--- src/rtl/srv1_bus_pkg.sv ---
// Shared bus types for the srv1 data-side interconnect.
// Owner/master encodings and the generic request bundle.
package srv1_bus_pkg;

    localparam int BUS_ADDR_W = 30;
    localparam int BUS_DATA_W = 32;
    localparam int BUS_MASK_W = BUS_DATA_W / 8;

    typedef enum logic [1:0] {
        OWN_NONE,
        OWN0,
        OWN1
    } owner_e;

    typedef enum logic {
        M0,
        M1
    } master_id_e;

    typedef struct packed {
        logic                  req;
        logic                  we;
        logic [BUS_ADDR_W-1:0] addr;
        logic [BUS_MASK_W-1:0] mask;
        logic [BUS_DATA_W-1:0] wdata;
    } bus_req_t;

    function automatic owner_e own_of(master_id_e id);
        return (id == M1) ? OWN1 : OWN0;
    endfunction

endpackage

--- src/rtl/data_bus_arbiter_rr_grant2.sv ---
// Two-way round-robin grant with burst ownership.
// Purely combinational; the caller qualifies with clock enable.
import srv1_bus_pkg::*;

module rr_grant2 (
    input  owner_e     owner,
    input  logic       at_max,
    input  master_id_e last_served,
    input  logic       req0,
    input  logic       req1,
    output logic       gnt0,
    output logic       gnt1
);

    // Keep the owner until its burst is spent and the peer is waiting.
    always_comb begin
        gnt0 = 1'b0;
        gnt1 = 1'b0;
        case (owner)
            OWN0: begin
                if (req0 && !(at_max && req1)) gnt0 = 1'b1;
                else                           gnt1 = req1;
            end
            OWN1: begin
                if (req1 && !(at_max && req0)) gnt1 = 1'b1;
                else                           gnt0 = req0;
            end
            default: begin
                if (req0 && req1) begin
                    gnt0 = (last_served == M1);
                    gnt1 = (last_served == M0);
                end else begin
                    gnt0 = req0;
                    gnt1 = req1;
                end
            end
        endcase
    end

endmodule

--- src/rtl/data_bus_arbiter.sv ---
// Arbitrates m0 (core) and m1 (debug DMA) onto one slave port
// and steers the 1-cycle read data back to the requester.
import srv1_bus_pkg::*;

module data_bus_arbiter #(
    parameter int ADDR_W    = BUS_ADDR_W,
    parameter int DATA_W    = BUS_DATA_W,
    parameter int MAX_BURST = 4
) (
    input  logic                clk,
    input  logic                async_rst,
    input  logic                clk_en,
    input  logic                m0_req,
    input  logic                m0_we,
    input  logic [ADDR_W-1:0]   m0_addr,
    input  logic [DATA_W/8-1:0] m0_mask,
    input  logic [DATA_W-1:0]   m0_wdata,
    output logic                m0_gnt,
    output logic                m0_rvalid,
    output logic [DATA_W-1:0]   m0_rdata,
    input  logic                m1_req,
    input  logic                m1_we,
    input  logic [ADDR_W-1:0]   m1_addr,
    input  logic [DATA_W/8-1:0] m1_mask,
    input  logic [DATA_W-1:0]   m1_wdata,
    output logic                m1_gnt,
    output logic                m1_rvalid,
    output logic [DATA_W-1:0]   m1_rdata,
    output logic                s_en,
    output logic                s_we,
    output logic [ADDR_W-1:0]   s_addr,
    output logic [DATA_W/8-1:0] s_mask,
    output logic [DATA_W-1:0]   s_wdata,
    input  logic [DATA_W-1:0]   s_rdata
);

    localparam int CNT_W = 4;

    owner_e           owner;
    master_id_e       last_served;
    master_id_e       rd_owner;
    master_id_e       gnt_id;
    logic [CNT_W-1:0] burst_cnt;
    logic             rd_pending;
    logic             at_max;
    logic             raw0;
    logic             raw1;
    logic             gnt_any;
    logic             rd_accept;

    assign at_max = (burst_cnt == CNT_W'(MAX_BURST));

    rr_grant2 u_grant (
        .owner       (owner),
        .at_max      (at_max),
        .last_served (last_served),
        .req0        (m0_req),
        .req1        (m1_req),
        .gnt0        (raw0),
        .gnt1        (raw1)
    );

    assign m0_gnt  = raw0 && clk_en && !async_rst;
    assign m1_gnt  = raw1 && clk_en && !async_rst;
    assign gnt_any = m0_gnt || m1_gnt;
    assign gnt_id  = m1_gnt ? M1 : M0;

    // Slave port follows whichever master won this cycle.
    always_comb begin
        s_en    = gnt_any;
        s_we    = m1_gnt ? m1_we    : (m0_gnt && m0_we);
        s_addr  = m1_gnt ? m1_addr  : m0_addr;
        s_wdata = m1_gnt ? m1_wdata : m0_wdata;
        s_mask  = '0;
        if (s_we) s_mask = m1_gnt ? m1_mask : m0_mask;
    end

    assign rd_accept = gnt_any && !s_we;

    // Owner FSM, burst counter and read-return pipeline.
    always_ff @(posedge clk or posedge async_rst) begin
        if (async_rst) begin
            owner       <= OWN_NONE;
            last_served <= M1;
            burst_cnt   <= '0;
            rd_pending  <= 1'b0;
            rd_owner    <= M0;
        end else if (clk_en) begin
            if (gnt_any) begin
                if (owner != own_of(gnt_id)) burst_cnt <= CNT_W'(1);
                else if (!at_max)            burst_cnt <= burst_cnt + 1'b1;
                owner       <= own_of(gnt_id);
                last_served <= gnt_id;
            end else begin
                owner     <= OWN_NONE;
                burst_cnt <= '0;
            end
            rd_pending <= rd_accept;
            if (rd_accept) rd_owner <= gnt_id;
        end
    end

    assign m0_rvalid = rd_pending && (rd_owner == M0);
    assign m1_rvalid = rd_pending && (rd_owner == M1);
    assign m0_rdata  = s_rdata;
    assign m1_rdata  = s_rdata;

endmodule

--- config.mk ---
export PLATFORM = sky130hd
export DESIGN_NAME = data_bus_arbiter
export DESIGN_NICKNAME = d
export VERILOG_FILES = /design/src/rtl/srv1_bus_pkg.sv /design/src/rtl/data_bus_arbiter_rr_grant2.sv /design/src/rtl/data_bus_arbiter.sv
export SDC_FILE = /design/constraint.sdc
export NUM_CORES = 1
export LEC_CHECK = 0
export ABC_AREA = 1
export ABC_CLOCK_PERIOD_IN_PS = 2300
export BUFFER_PORTS_ARGS = -buffer_cell sky130_fd_sc_hd__clkbuf_2
export CORE_AREA = 2 2 120 122
export CTS_CLUSTER_DIAMETER = 30
export DETAILED_ROUTE_END_ITERATION = 12
export DIE_AREA = 0 0 122 124
export HOLD_SLACK_MARGIN = 0.03
export PLACE_DENSITY = 0.47
export SYNTH_ARGS = -nofsm -noshare
export SYNTH_HDL_FRONTEND = slang
export SYNTH_SLANG_ARGS = --single-unit
--- constraint.sdc ---
create_clock -name clk -period 2.3 [get_ports clk]
set_clock_uncertainty 0.05 [all_clocks]
set_input_delay 0 -clock clk [delete_from_list [all_inputs] [get_ports clk]]
set_output_delay 0 -clock clk [all_outputs]
set_load 0.005 [all_outputs]
* Yosys cells after proc, flatten, opt, wreduce, memory -nomap -nowiden *
Index checks and enable logic that the tools add are counted.

word-level totals
  register bits = 9
  latch bits = 0
  bits in writable memories = 0
  ROM bits = 0
  logic and storage cells = 53
  memories = 0

cells by class
  add/subtract/negate cells = 1
  $mul = 0
  divide/modulo/power cells = 0
  magnitude comparators = 0
  equal/unequal tests = 5
  shift operators = 0
  multiplexer cells = 19
  bitwise logic cells = 2
  reduce and logical (&&, ||, !) cells = 21

operators by type and width
  kind                   count
  $mux W32               1
  $mux W30               1
  $mux W4                5
  $logic_and A1 B1 Y1    13
  $mux W1                8
  $reduce_and A2 Y1      3
  $add A4 B1 Y4 const B  1
  $eq A4 B3 Y1 const B   1
  $logic_not A1 Y1       4
  $mux W2                2
  $pmux W1 S2            2
  $ne A3 B3 Y1 const B   1
  $eq A2 B1 Y1 const B   1
  $eq A2 B2 Y1 const B   1
  $ne A2 B2 Y1           1
  $not A1 Y1             2
  $logic_or A1 B1 Y1     1

* Logic depth before layout (Yosys ltp) *
Gate-level depths: netlist (run 1).

  depth in word-level cells = 13
  gate-level depth with buffers = 14
  mapped depth without buffers = 14

* Hierarchy *
Synthesis (run 1) repeated with hierarchy kept, for this count alone.

second synthesis, totals
  cells, all modules = 394
  area, all modules = 2,043.2 µm²

modules (own cells, without submodules)
  module            times used  cells each  area an instance (µm²)
  data_bus_arbiter  1           367         1,916.8
  rr_grant2         1           27          126.4

* Least setup slack after synthesis (run 1) *
Ideal clock, no wire load.

  path type = flip-flop to flip-flop
  start = reg owner[0]
  end = reg rd_pending
  library setup time = 128 ps
  data arrival time = 1,624 ps
  required time = 2,122 ps
  setup slack = 498 ps
  cell stages (with the launch flop) = 11
  buffers on the path = 0
  cells stage by stage = dfrtp_1 > inv_1 > ha_1 > inv_1 > o21ai_2 > a31oi_4 > nand2_4 > inv_2 > nand2_1 > nand3_1 > o21ai_0

between the ends
  word-level cells in the longest chain between the ends = 8
  elaborated cells on any way between the ends = 13

ends and longest elaborated chain
  element                                       line                              source
  start, declared                               data_bus_arbiter.sv:39            owner_e owner;
  start signal, assigned                        data_bus_arbiter.sv:92            owner <= own_of(gnt_id);
  $eq A2 B2 Y1 or $eq A2 B1 Y1 (tied branches)  data_bus_arbiter_rr_grant2.sv:19  case (owner)
  $pmux W1 S2                                   data_bus_arbiter_rr_grant2.sv:19
  $logic_and A1 B1 Y1 (2 in a row)              data_bus_arbiter.sv:63            assign m0_gnt = raw0 && clk_en && !async_rst;
  $logic_and A1 B1 Y1                           data_bus_arbiter.sv:71            s_we = m1_gnt ? m1_we : (m0_gnt && m0_we);
  $mux W1                                       data_bus_arbiter.sv:71
  $logic_not A1 Y1                              data_bus_arbiter.sv:78            assign rd_accept = gnt_any && !s_we;
  $logic_and A1 B1 Y1 *                         data_bus_arbiter.sv:78
  end signal, assigned                          data_bus_arbiter.sv:98            rd_pending <= rd_accept;
  end, declared                                 data_bus_arbiter.sv:44            logic rd_pending;

Mark *: on every way between the ends. The rest lies on a longest branch, timed or not.
A chain may end at the register's enable or synchronous reset.

* Worst setup path in the final report (run 1) *
  start = reg owner[0]
  end = out s_addr[26]

between the ends
  word-level cells in the longest chain between the ends = 5
  elaborated cells on any way between the ends = 6

ends and longest elaborated chain
  element                                       line                              source
  $eq A2 B2 Y1 or $eq A2 B1 Y1 (tied branches)  data_bus_arbiter_rr_grant2.sv:19
  $pmux W1 S2 *                                 data_bus_arbiter_rr_grant2.sv:19
  $logic_and A1 B1 Y1 * (2 in a row)            data_bus_arbiter.sv:64            assign m1_gnt = raw1 && clk_en && !async_rst;
  $mux W30 *                                    data_bus_arbiter.sv:72            s_addr = m1_gnt ? m1_addr : m0_addr;
  end, declared                                 data_bus_arbiter.sv:31            output logic [ADDR_W-1:0] s_addr,

Marked as above.

==> impl_results.md, run 1 <==
- Status: finished clean
- Number of core rows: 43
- Leak pwr: 2.08 nW
- Crit start category: flop
- Post-synthesis cell area: 0.00199 mm²
- Synth cell count leaders: nand2_1 (224), buf_4 (66), inv_1 (15), nand3_1 (9)
- Area share of the largest cell type after synthesis: 42.2%
- Hold Vio Cnt, Final: 0
- Detailed Route Iter0 Violations: 139
- Non-Filler Instances: 735
- PnR Total Power: 1.57 mW
- Post-synth EDFFs: 0
- Max-slew headroom: 73.2%
- Yosys top cell by area: nand2_1
- Final setup viols: 0
- Critical Path End Type: output pin
- Data arrival, critical path: 2.11 ns
- Number of buffers added on ports: 210
- Unique masters post-synth: 24
- Measured slew at the worst slew-check pin: 0.402 ns
- Antenna diode count: 0
- Cell with the most instances after synthesis: nand2_1
- Clk slew on worst S/H paths: 0.04 ns
- Syn Area/Cell: 5.34 µm²
- GRT Total Usage: 10.0%
- Initial antenna violation count: 0
- Post-synth top flop: dfrtp_1
- Ys Warns: 0
- Slew Viols, Final: 0
- P per Cell Area: 471 mW/mm²
- Core area: 0.0137 mm²
- WL final: 9.23 mm
- WHS: 0.0461 ns
- Maximum fanout along the worst path: 22
- Sequential-to-total area share from yosys stat: 11.4%
- Synth async-reset ratio: 100%
- TritonRoute pass-1 iters: 4
- Kind of critical path: flop to output pin
- Die X: 122 µm
- Synth-to-layout area growth: 67.3%
- Peak VDD IR: 201 µV
- Longest Clk Path Bufs: 2
- Overflow after GRT: 0
- Vias per cell: 3.77
- Total nets after synthesis: 548
- Via count: 2770
- Max Clk Rate: 0.462 GHz
- Antenna Nets Post-Route: 0
- Min cycle time layout: 2.16 ns
- Largest cells by area after synthesis: nand2_1 (42%), buf_4 (25%), dfrtp_1 (10%), inv_1 (2.8%), ha_1 (2.5%)
- Max-Cap Viols: 0
- First-pass GRT wire length: 12.1 mm
- Final Cycle Share: 94.0%
- DR WL/cell: 12.6 µm
- CTS tree: yes
- Final core utilization: 24.3%
- Placed Cells incl. Taps: 690
- Die area: 0.0151 mm²
- Clk_lat worst skew: 0.24 ns
- Final net count: 731
- Clk root buf: clkbuf_16
- Number of global-route vias before repair: 2435
- H-tree depth: 1
- RSZ-0062 raised after global routing: true
- Routability cong.: 0.734
- FILL cells: 1597
- Synthesized instance count: 373
- Initial Util: 14.5%
- CTS Buf Count: 3
- Post-DP HPWL: 6.95 mm
- CTS sink count: 9
- Share of layout cells above drive strength 1: 42.9%
- Largest net degree at the start of global routing: 44
- #FFs+latches synth: 9
- Worst Hold Class: input pin to flop
- Num ports: 307
- Chip height: 124 µm
- Post-route DRC violation count: 0
- CP required: 2.25 ns
[critical path, stage by stage, from the launching register on]
cell and delay [ns]:
dfrtp_1 0.39, inv_1 0.15, ha_4 0.24, inv_2 0.08
o21ai_2 0.07, a31oi_4 0.23, nand2_8 0.12, inv_8 0.12
buf_12 0.16, nand2_1 0.06, nand2_1 0.10, clkbuf_2 0.12
[path summary, 6_finish.rpt]
path / start / endpoint / slack [ns] / depth (start not counted)
setup / recovery: owner[0]$_DFFE_PP0P_ / s_addr[26] / 0.14 / 11
hold / removal: clk_en / owner[1]$_DFFE_PP0P_ / 0.05 / 2
setup reg to reg: owner[0]$_DFFE_PP0P_ / burst_cnt[0]$_DFFE_PP0P_ / 0.28 / 11
hold reg to reg: last_served$_DFFE_PP1P_ / last_served$_DFFE_PP1P_ / 0.45 / 2
max in group asynchronous: async_rst / last_served$_DFFE_PP1P_ / 1.63 / 3
min in group asynchronous: async_rst / owner[1]$_DFFE_PP0P_ / 0.25 / 3
[layer usage]
| metal | track usage (%) | vias up | share of wire [%] |
|---|---|---|---|
| met2 | 17.9 | 159 | 52 |
| met3 | 1.69 | 7 | 7.3 |
| met4 | 1.58 | 0 | 0.44 |
| li1 | - | 1436 | - |
| met5 | 0 | - | 0 |
| met1 | 12.8 | 1168 | 40 |
[cells by family after synthesis]
kind of cell	Yosys count	share of synthesized area (%)
flops	9	11.4
fa+ha+maj	4	2.51
xor+xnor	2	0.880
buf+inv	95	31.2
compound gates	11	4.33
simple gates	252	49.7
[layout make-up]
type                            count  area [µm²]  area share [%]
Timing Repair Buffer              255        1550            46.5
Multi-Input combinational cell    270        1180            35.4
Sequential cell                     9         226            6.79
Tap cell                          180         225            6.76
Clock buffer                        4        78.8            2.36
Inverter                           17        71.3            2.14
[metrics by stage]
| step | worst slack [ns] | instance area [µm²] | TNS (ns) |
|---|---|---|---|
| after floorplan | 0.498 | 1990 | 0 |
| after global placement | 0.160 | 2760 | 0 |
| after detailed placement | 0.178 | 2760 | 0 |
| after CTS | 0.00684 | 3180 | 0 |
| after global routing | -0.0197 | 3330 | -0.0458 |
| final | 0.138 | 3330 | 0 |
[where the power goes]
group / switching (mW) / internal (mW) / total (mW)
clock: 0.0879 / 0.233 / 0.321
sequential: 0.0263 / 0.200 / 0.227
combinational: 0.552 / 0.469 / 1.02
[layout by cell type, fill, tap and decap left out]
master	n
nand3_1	8
clkbuf_1	1
a22oi_1	4
inv_2	2
o21ai_0	4
buf_12	3
xnor2_1	1
o22ai_1	1
ha_4	1
nand4_1	7
dlygate4sd3_1	33
clkbuf_2	210
a31oi_4	1
inv_8	1
nand2_1	223
nand2_2	3
dfstp_2	1
buf_4	6
ha_1	3
nor2_1	8
o21ai_2	1
nor2_2	1
nand3b_1	1
nand3_2	1
clkbuf_16	5
inv_1	14
nand2_8	1
xor2_1	1
buf_8	1
dfrtp_1	8
[timing repair]
item | 4_1_cts | 5_1_grt
resized for setup | 4 | 12
cloned | 0 | 3
hold buffers | 33 | 0
buffers inserted | 0 | 5
hold endpoints to repair | 73 | 0
pin swaps | 0 | 1
endpoints found under the setup margin | 31 | 67
[flip-flops by register name, indices dropped and copies added (netlist names)]
| name | cells |
|---|---|
| burst_cnt | 4 |
| last_served | 1 |
| owner | 2 |
| rd_owner | 1 |
| rd_pending | 1 |
(Power assumes the default switching activity.)
==> inputs of run 2 (changes only) <==
Settings changed: CORE_AREA 2 2 120 122 to 2 2 118 120, DIE_AREA 0 0 122 124 to 0 0 120 122, PLACE_DENSITY 0.47 to 0.49, SYNTH_HIERARCHICAL from default to 1.
==> impl_results.md, run 2 <==
- #FFs+latches synth: 9 (unchanged)
- Post-place setup slack: 0.110 ns (-0.0671 ns)
- Crit start category: flop
- Metal3 WL: 616 µm (-9.0%)
- Chip height: 122 µm (-1.6%)
- Int Pwr: 0.848 mW (-6.0%)
- FF+latch area: 226 µm² (unchanged)
- Final Cycle Share: 98.0% (+3.9 points)
- Worst Hold Class: input pin to flop
- Most common cell after layout, fill and taps aside: nand2_1
- PnR Total Power: 1.38 mW (-12%)
- Largest net degree at the start of global routing: 44 (unchanged)
- Overflow after GRT: 0 (unchanged)
- Status: finished clean
- DR WL/cell: 12.1 µm (-3.9%)
- Data arrival, critical path: 2.20 ns (+0.09 ns)
- Top delay family on crit path: simple AND/OR/NAND/NOR gates
- CTS Buf Count: 3 (unchanged)
- Ys Warns: 6 (+6)
- Longest Clk Path Bufs: 2 (unchanged)
- M1 WL: 3.96 mm (+6.4%)
- Antenna Nets Post-Route: 0 (unchanged)
- Reg power frac: 15.4% (+1.0 points)
- Clk_lat worst skew: 0.24 ns (about the same)
- Min cycle time layout: 2.25 ns (+0.0906 ns)
- RSZ-0062 raised after global routing: true
- Clk root buf: clkbuf_16
- Num ports: 307 (unchanged)
- Leak pwr: 2.29 nW (+9.8%)
- Number of buffers added on ports: 210 (unchanged)
- Number of flip-flops in the largest register: 4 (unchanged)
- Post-route setup slack: 0.0470 ns (-0.0906 ns)
- Sequential-to-total area share from yosys stat: 11.1% (-0.29 points)
- Antenna diode count: 0 (unchanged)
- Post-DP HPWL: 6.81 mm (-2.0%)
- Critical Path End Type: output pin
- Area of the multi-input gates: 0.00126 mm² (+6.6%)
- Synth-to-layout area growth: 76.5%
- Post-synth top flop: dfrtp_1
- Commonest non-fill, non-tap cells in the layout: nand2_1 (217), clkbuf_2 (197), dlygate4sd3_1 (33)
- Top sig layer: met4
- CTS sink count: 9 (unchanged)
- Max-slew headroom: 80.0% (+6.8 points)
- Metal2 WL: 4.62 mm (-3.5%)
- Kind of critical path: flop to output pin
- Setup TNS: 0 ns (unchanged)
- Largest cells by area after synthesis: nand2_1 (44%), buf_4 (26%), dfrtp_1 (9.8%), inv_1 (4.6%), nand3_1 (2.9%)
- Peak VDD IR: 216 µV (+7.5%)
- Max-Cap Viols: 0 (unchanged)
- P per Cell Area: 383 mW/mm² (-19%)
- Maximum fanout along the worst path: 8 (-64%)
- Synth cell count leaders: nand2_1 (241), buf_4 (70), inv_1 (25), nand3_1 (12), nor2_1 (9)
- CP required: 2.25 ns (about the same)
- Vias per cell: 3.77 (about the same)
- Initial Util: 15.1% (+0.61 points)
- Sw frac: 38.5% (-4.0 points)
- Crit-path slowest cell: dfrtp_1
- CTS tree: yes
- Final net count: 759 (+3.8%)
- Hold Vio Cnt, Final: 0 (unchanged)
- FILL cells: 1562 (-2.2%)
- Number of core rows: 43 (unchanged)
- Routability cong.: 0.807 (+9.9%)
- Synth async-reset ratio: 100% (unchanged)
- GRT Total Usage: 10.7% (+0.69 points)
- Syn Area/Cell: 5.19 µm² (-2.9%)
- Yosys top cell by area: nand2_1
- Core area: 0.0135 mm² (-1.6%)
- H-tree depth: 1 (unchanged)
- Post-route DRC violation count: 0 (unchanged)
- Slew Viols, Final: 0 (unchanged)
- Post-synth EDFFs: 0 (unchanged)
- Initial antenna violation count: 0 (unchanged)
- Total nets after synthesis: 569 (+3.8%)
- Die area: 0.0146 mm² (-3.2%)
- Final setup viols: 0 (unchanged)
- Buffers & Inverters on Critical Path: 5 (unchanged)
- First-pass GRT wire length: 12.9 mm (+6.8%)
- Largest stage delay, worst path: 0.36 ns (-0.03 ns)
- Area share of the largest cell type after synthesis: 44.3% (+2.1 points)
- Post-synthesis cell area: 0.00204 mm² (+2.6%)
- Max Clk Rate: 0.444 GHz (-4.0%)
- Top reg by flops: burst_cnt
- Net switching power figure: 0.531 mW (-20%)
- Die X: 120 µm (-1.6%)
- Via count: 2874 (+3.8%)
- Measured slew at the worst slew-check pin: 0.300 ns (-0.101 ns)
- Clock power share: 22.6% (+2.2 points)
- Unique masters post-synth: 21 (-13%)
- Clk slew on worst S/H paths: 0.04 ns (about the same)
- WL final: 9.21 mm (-0.23%)
- Cell with the most instances after synthesis: nand2_1
- Number of global-route vias before repair: 2593 (+6.5%)
- Worst path cell trace: inv_1, ha_2, nand2_2, nor2_4, nand2_2, nand2_2, nand2_1, nand2_1, nand2_1, nand2_2, nand2_2, nor2_4, buf_12, buf_12, clkbuf_16, nand2_1, nand2_1, buf_2
- Biggest regs: burst_cnt (4), owner (2)
- Detailed Route Iter0 Violations: 78 (-44%)
- TritonRoute pass-1 iters: 4 (unchanged)
- Share of layout cells above drive strength 1: 46.3% (+3.4 points)
- Synthesized instance count: 394 (+5.6%)
- Comb pwr share: 62.0% (-3.1 points)
-- run 2: kinds of logic (layout without fill, tap and decap cells) --
group / after synthesis / in the layout / synth area share, %
AND/OR/NAND/NOR: 268 / 268 / 51.5
buffers and inverters: 105 / 294 / 32.7
flip-flops: 9 / 9 / 11.1
AO/OA/AOI/OAI: 8 / 8 / 2.27
adder cells (fa/ha/maj): 4 / 4 / 2.45
-- run 2: layout make-up --
type	instances	area share [%]
inverter	26	2.71
clock buffer	4	2.19
timing repair buffer	264	47.7
multi-input combinational	280	34.9
tap	180	6.25
sequential	9	6.28
-- run 2: worst paths after layout --
kind | start | to | slack [ns] | depth (start not counted)
hold reg to reg | last_served$_DFFE_PP1P_ | last_served$_DFFE_PP1P_ | 0.42 | 2
hold / removal | m1_we | rd_owner$_DFFE_PP0P_ | 0.14 | 4
max in group asynchronous | async_rst | last_served$_DFFE_PP1P_ | 1.48 | 4
setup / recovery | burst_cnt[0]$_DFFE_PP0P_ | s_wdata[5] | 0.05 | 18
setup reg to reg | burst_cnt[0]$_DFFE_PP0P_ | burst_cnt[2]$_DFFE_PP0P_ | 0.14 | 20
min in group asynchronous | async_rst | burst_cnt[2]$_DFFE_PP0P_ | 0.25 | 3
-- run 2: per-layer routing --
layer / global-route usage, % / up-vias
met3: 2.15 / 3
met4: 0.735 / 0
met5: 0 / -
met2: 18.6 / 150
li1: - / 1488
met1: 14.3 / 1233
-- run 2: repair_timing --
| item | in CTS | in global routing |
|---|---|---|
| gates cloned | 1 | 3 |
| gates resized for setup | 3 | 52 |
| setup endpoints to repair | 67 | 75 |
| setup buffers | 3 | 6 |
| hold buffers | 33 | 0 |
| hold endpoints to repair | 72 | 0 |
| pin swaps | 3 | 8 |
-- run 2: worst reg2reg max path: stages (launching register included) --
cell	delay, ns
dfrtp_1	0.36
inv_1	0.06
ha_2	0.16
nand2_2	0.06
nor2_4	0.12
nand2_2	0.08
nand2_2	0.05
nand2_1	0.04
nand2_1	0.05
nand2_1	0.06
nand2_2	0.09
nand2_2	0.07
nor2_4	0.12
buf_12	0.16
buf_4	0.12
nand2_1	0.05
nand2_2	0.08
nand2_2	0.08
nand2_2	0.10
nand2_1	0.07
nand2_1	0.07
-- run 2: metrics by stage --
step	instances	cell area (µm²)	util, %	hold WS [ns]
floorplan	394	2040	-	-0.185
global placement	713	2860	21.2	-0.0795
detailed placement	713	2860	21.2	-0.0866
CTS	754	3340	24.8	0.100
global route	763	3610	26.7	0.171
finish	763	3610	26.7	0.143
-- run 2: power groups by stage --
| stage | sequential (mW) | clock, mW | combinational, mW |
|---|---|---|---|
| after detailed placement | 0.215 | 0 | 0.663 |
| after global routing | 0.218 | 0.328 | 0.955 |
| after floorplan | 0.212 | 0 | 0.409 |
| final | 0.212 | 0.312 | 0.855 |
| after global placement | 0.215 | 0 | 0.666 |
| after CTS | 0.213 | 0.317 | 0.769 |
==> inputs of run 3 (changes only) <==
Settings changed: PLACE_DENSITY 0.49 to default, PLACE_DENSITY_LB_ADDON from default to 0.12.
==> impl_results.md, run 3 (same netlist as run 2, synthesis figures left out) <==
- Setup TNS: 0 ns (unchanged)
- CTS tree: yes
- Max-Cap Viols: 0 (unchanged)
- Clock power share: 21.6% (-1.0 points)
- Hold Vio Cnt, Final: 0 (unchanged)
- Clk_lat worst skew: 0.23 ns (about the same)
- Clk slew on worst S/H paths: 0.04 ns (about the same)
- Overflow after GRT: 0 (unchanged)
- Peak VDD IR: 282 µV (+31%)
- Crit start category: flop
- Num ports: 307 (unchanged)
- Net switching power figure: 0.544 mW (+2.4%)
- Maximum fanout along the worst path: 8 (unchanged)
- Post-DP HPWL: 7.08 mm (+4.0%)
- Die area: 0.0146 mm² (unchanged)
- Initial Util: 15.1% (unchanged)
- Via count: 2924 (+1.7%)
- Number of buffers added on ports: 210 (unchanged)
- Sw frac: 38.3% (-0.19 points)
- CP required: 2.25 ns (about the same)
- Biggest regs: burst_cnt (4), owner (2)
- Commonest non-fill, non-tap cells in the layout: nand2_1 (197), clkbuf_2 (184), nand2_2 (36)
- Area of the multi-input gates: 0.00135 mm² (+7.3%)
- Number of core rows: 43 (unchanged)
- P per Cell Area: 377 mW/mm² (-1.6%)
- FF+latch area: 226 µm² (unchanged)
- Comb pwr share: 63.4% (+1.4 points)
- Critical Path End Type: output pin
- Final setup viols: 0 (unchanged)
- Initial antenna violation count: 0 (unchanged)
- TritonRoute pass-1 iters: 4 (unchanged)
- Most common cell after layout, fill and taps aside: nand2_1
- Chip height: 122 µm (unchanged)
- Number of flip-flops in the largest register: 4 (unchanged)
- DR WL/cell: 12.7 µm (+5.0%)
- Antenna diode count: 0 (unchanged)
- Routability cong.: 0.726 (-10%)
- Post-route DRC violation count: 0 (unchanged)
- GRT Total Usage: 11.2% (+0.53 points)
- First-pass GRT wire length: 13.2 mm (+2.2%)
- Max Clk Rate: 0.440 GHz (-0.86%)
- Detailed Route Iter0 Violations: 119 (+53%)
- Max-slew headroom: 75.5% (-4.5 points)
- Synth-to-layout area growth: 84.6%
- Longest Clk Path Bufs: 2 (unchanged)
- Share of layout cells above drive strength 1: 50.3% (+3.9 points)
- H-tree depth: 1 (unchanged)
- Data arrival, critical path: 2.22 ns (+0.02 ns)
- Int Pwr: 0.876 mW (+3.3%)
- Die X: 120 µm (unchanged)
- Final net count: 763 (+0.53%)
- CTS Buf Count: 3 (unchanged)
- Antenna Nets Post-Route: 0 (unchanged)
- Clk root buf: clkbuf_16
- Largest net degree at the start of global routing: 44 (unchanged)
- Core area: 0.0135 mm² (unchanged)
- Vias per cell: 3.81 (+1.2%)
- Measured slew at the worst slew-check pin: 0.367 ns (+0.0668 ns)
- RSZ-0062 raised after global routing: true
- R2r setup slk: 0.18 ns (+0.04 ns)
- PnR Total Power: 1.42 mW (+2.9%)
- Top reg by flops: burst_cnt
- WL final: 9.73 mm (+5.6%)
- FILL cells: 1512 (-3.2%)
- Worst Hold Class: input pin to flop
- Slew Viols, Final: 0 (unchanged)
- Status: finished clean
- Leak pwr: 2.34 nW (+2.1%)
- Reg power frac: 15.0% (-0.4 points)
- Kind of critical path: flop to output pin
- Final Cycle Share: 98.8% (+0.85 points)
- Number of global-route vias before repair: 2696 (+4.0%)
- CTS sink count: 9 (unchanged)
- Min cycle time layout: 2.27 ns (+0.0195 ns)
[run 3: cell count changes in the layout (fill, tap and decap cells not counted), sizes merged]
cell	delta
buf	+14
nand3	+1
clkbuf	-11
[run 3: final cells by class]
| type | count | area share (%) |
|---|---|---|
| clock buffer | 4 | 2.09 |
| timing repair buffer | 267 | 47.6 |
| tap | 180 | 5.97 |
| sequential | 9 | 6.01 |
| inverter | 26 | 2.59 |
| multi-input combinational | 281 | 35.8 |
[run 3: layer usage]
layer,vias up,track usage [%],share of wire [%]
li1,1500,-,-
met1,1282,12.4,37
met2,140,22.2,55
met3,2,2.62,7.5
met4,0,1.40,0.25
met5,-,0,0
[run 3: power groups by stage]
| stage | Sequential [mW] | Combinational [mW] | Clock [mW] |
|---|---|---|---|
| floorplan | 0.212 | 0.409 | 0 |
| global placement | 0.216 | 0.685 | 0 |
| detailed placement | 0.215 | 0.681 | 0 |
| CTS | 0.212 | 0.784 | 0.315 |
| global route | 0.218 | 1.01 | 0.326 |
| finish | 0.213 | 0.901 | 0.307 |
[run 3: through the flow]
step                setup WS [ns]  hold slack, ns  utilization (%)  instance area (µm²)  std cells
detailed placement         0.0396         -0.0683             21.2                 2870        714
CTS                       -0.0163           0.122             25.0                 3370        755
global route               -0.143           0.170             27.9                 3770        767
global placement           0.0992         -0.0499             21.2                 2870        714
finish                     0.0275           0.131             27.9                 3770        767
floorplan                   0.336          -0.185                -                 2040        394
[run 3: worst paths after layout]
path / start / end / depth (start not counted)
max: burst_cnt[0]$_DFFE_PP0P_ / s_addr[21] / 18
min: m1_we / rd_owner$_DFFE_PP0P_ / 4
max reg2reg: burst_cnt[0]$_DFFE_PP0P_ / burst_cnt[2]$_DFFE_PP0P_ / 18
min reg2reg: last_served$_DFFE_PP1P_ / last_served$_DFFE_PP1P_ / 2
max in group asynchronous: async_rst / burst_cnt[2]$_DFFE_PP0P_ / 4
min in group asynchronous: async_rst / owner[0]$_DFFE_PP0P_ / 3
[run 3: repair_timing]
item,4_1_cts,5_1_grt
pin swaps,2,16
buffers inserted,3,6
setup endpoints to repair,67,72
gates cloned,1,6
gates resized for setup,5,92
hold endpoints to repair,73,0
hold buffers,33,0
[run 3: worst max-delay path, cell delays in order (launching register included)]
cell       delay, ns
dfrtp_1         0.38
inv_2           0.07
ha_4            0.13
nand2_4         0.05
nor2_4          0.12
nand2_2         0.07
nand2_1         0.06
nand2_1         0.05
nand2_1         0.06
nand2_1         0.06
nand2_2         0.11
nand2_2         0.08
nor2_4          0.12
buf_12          0.15
buf_12          0.12
clkbuf_16       0.15
nand2_1         0.05
nand2_1         0.04
buf_2           0.11
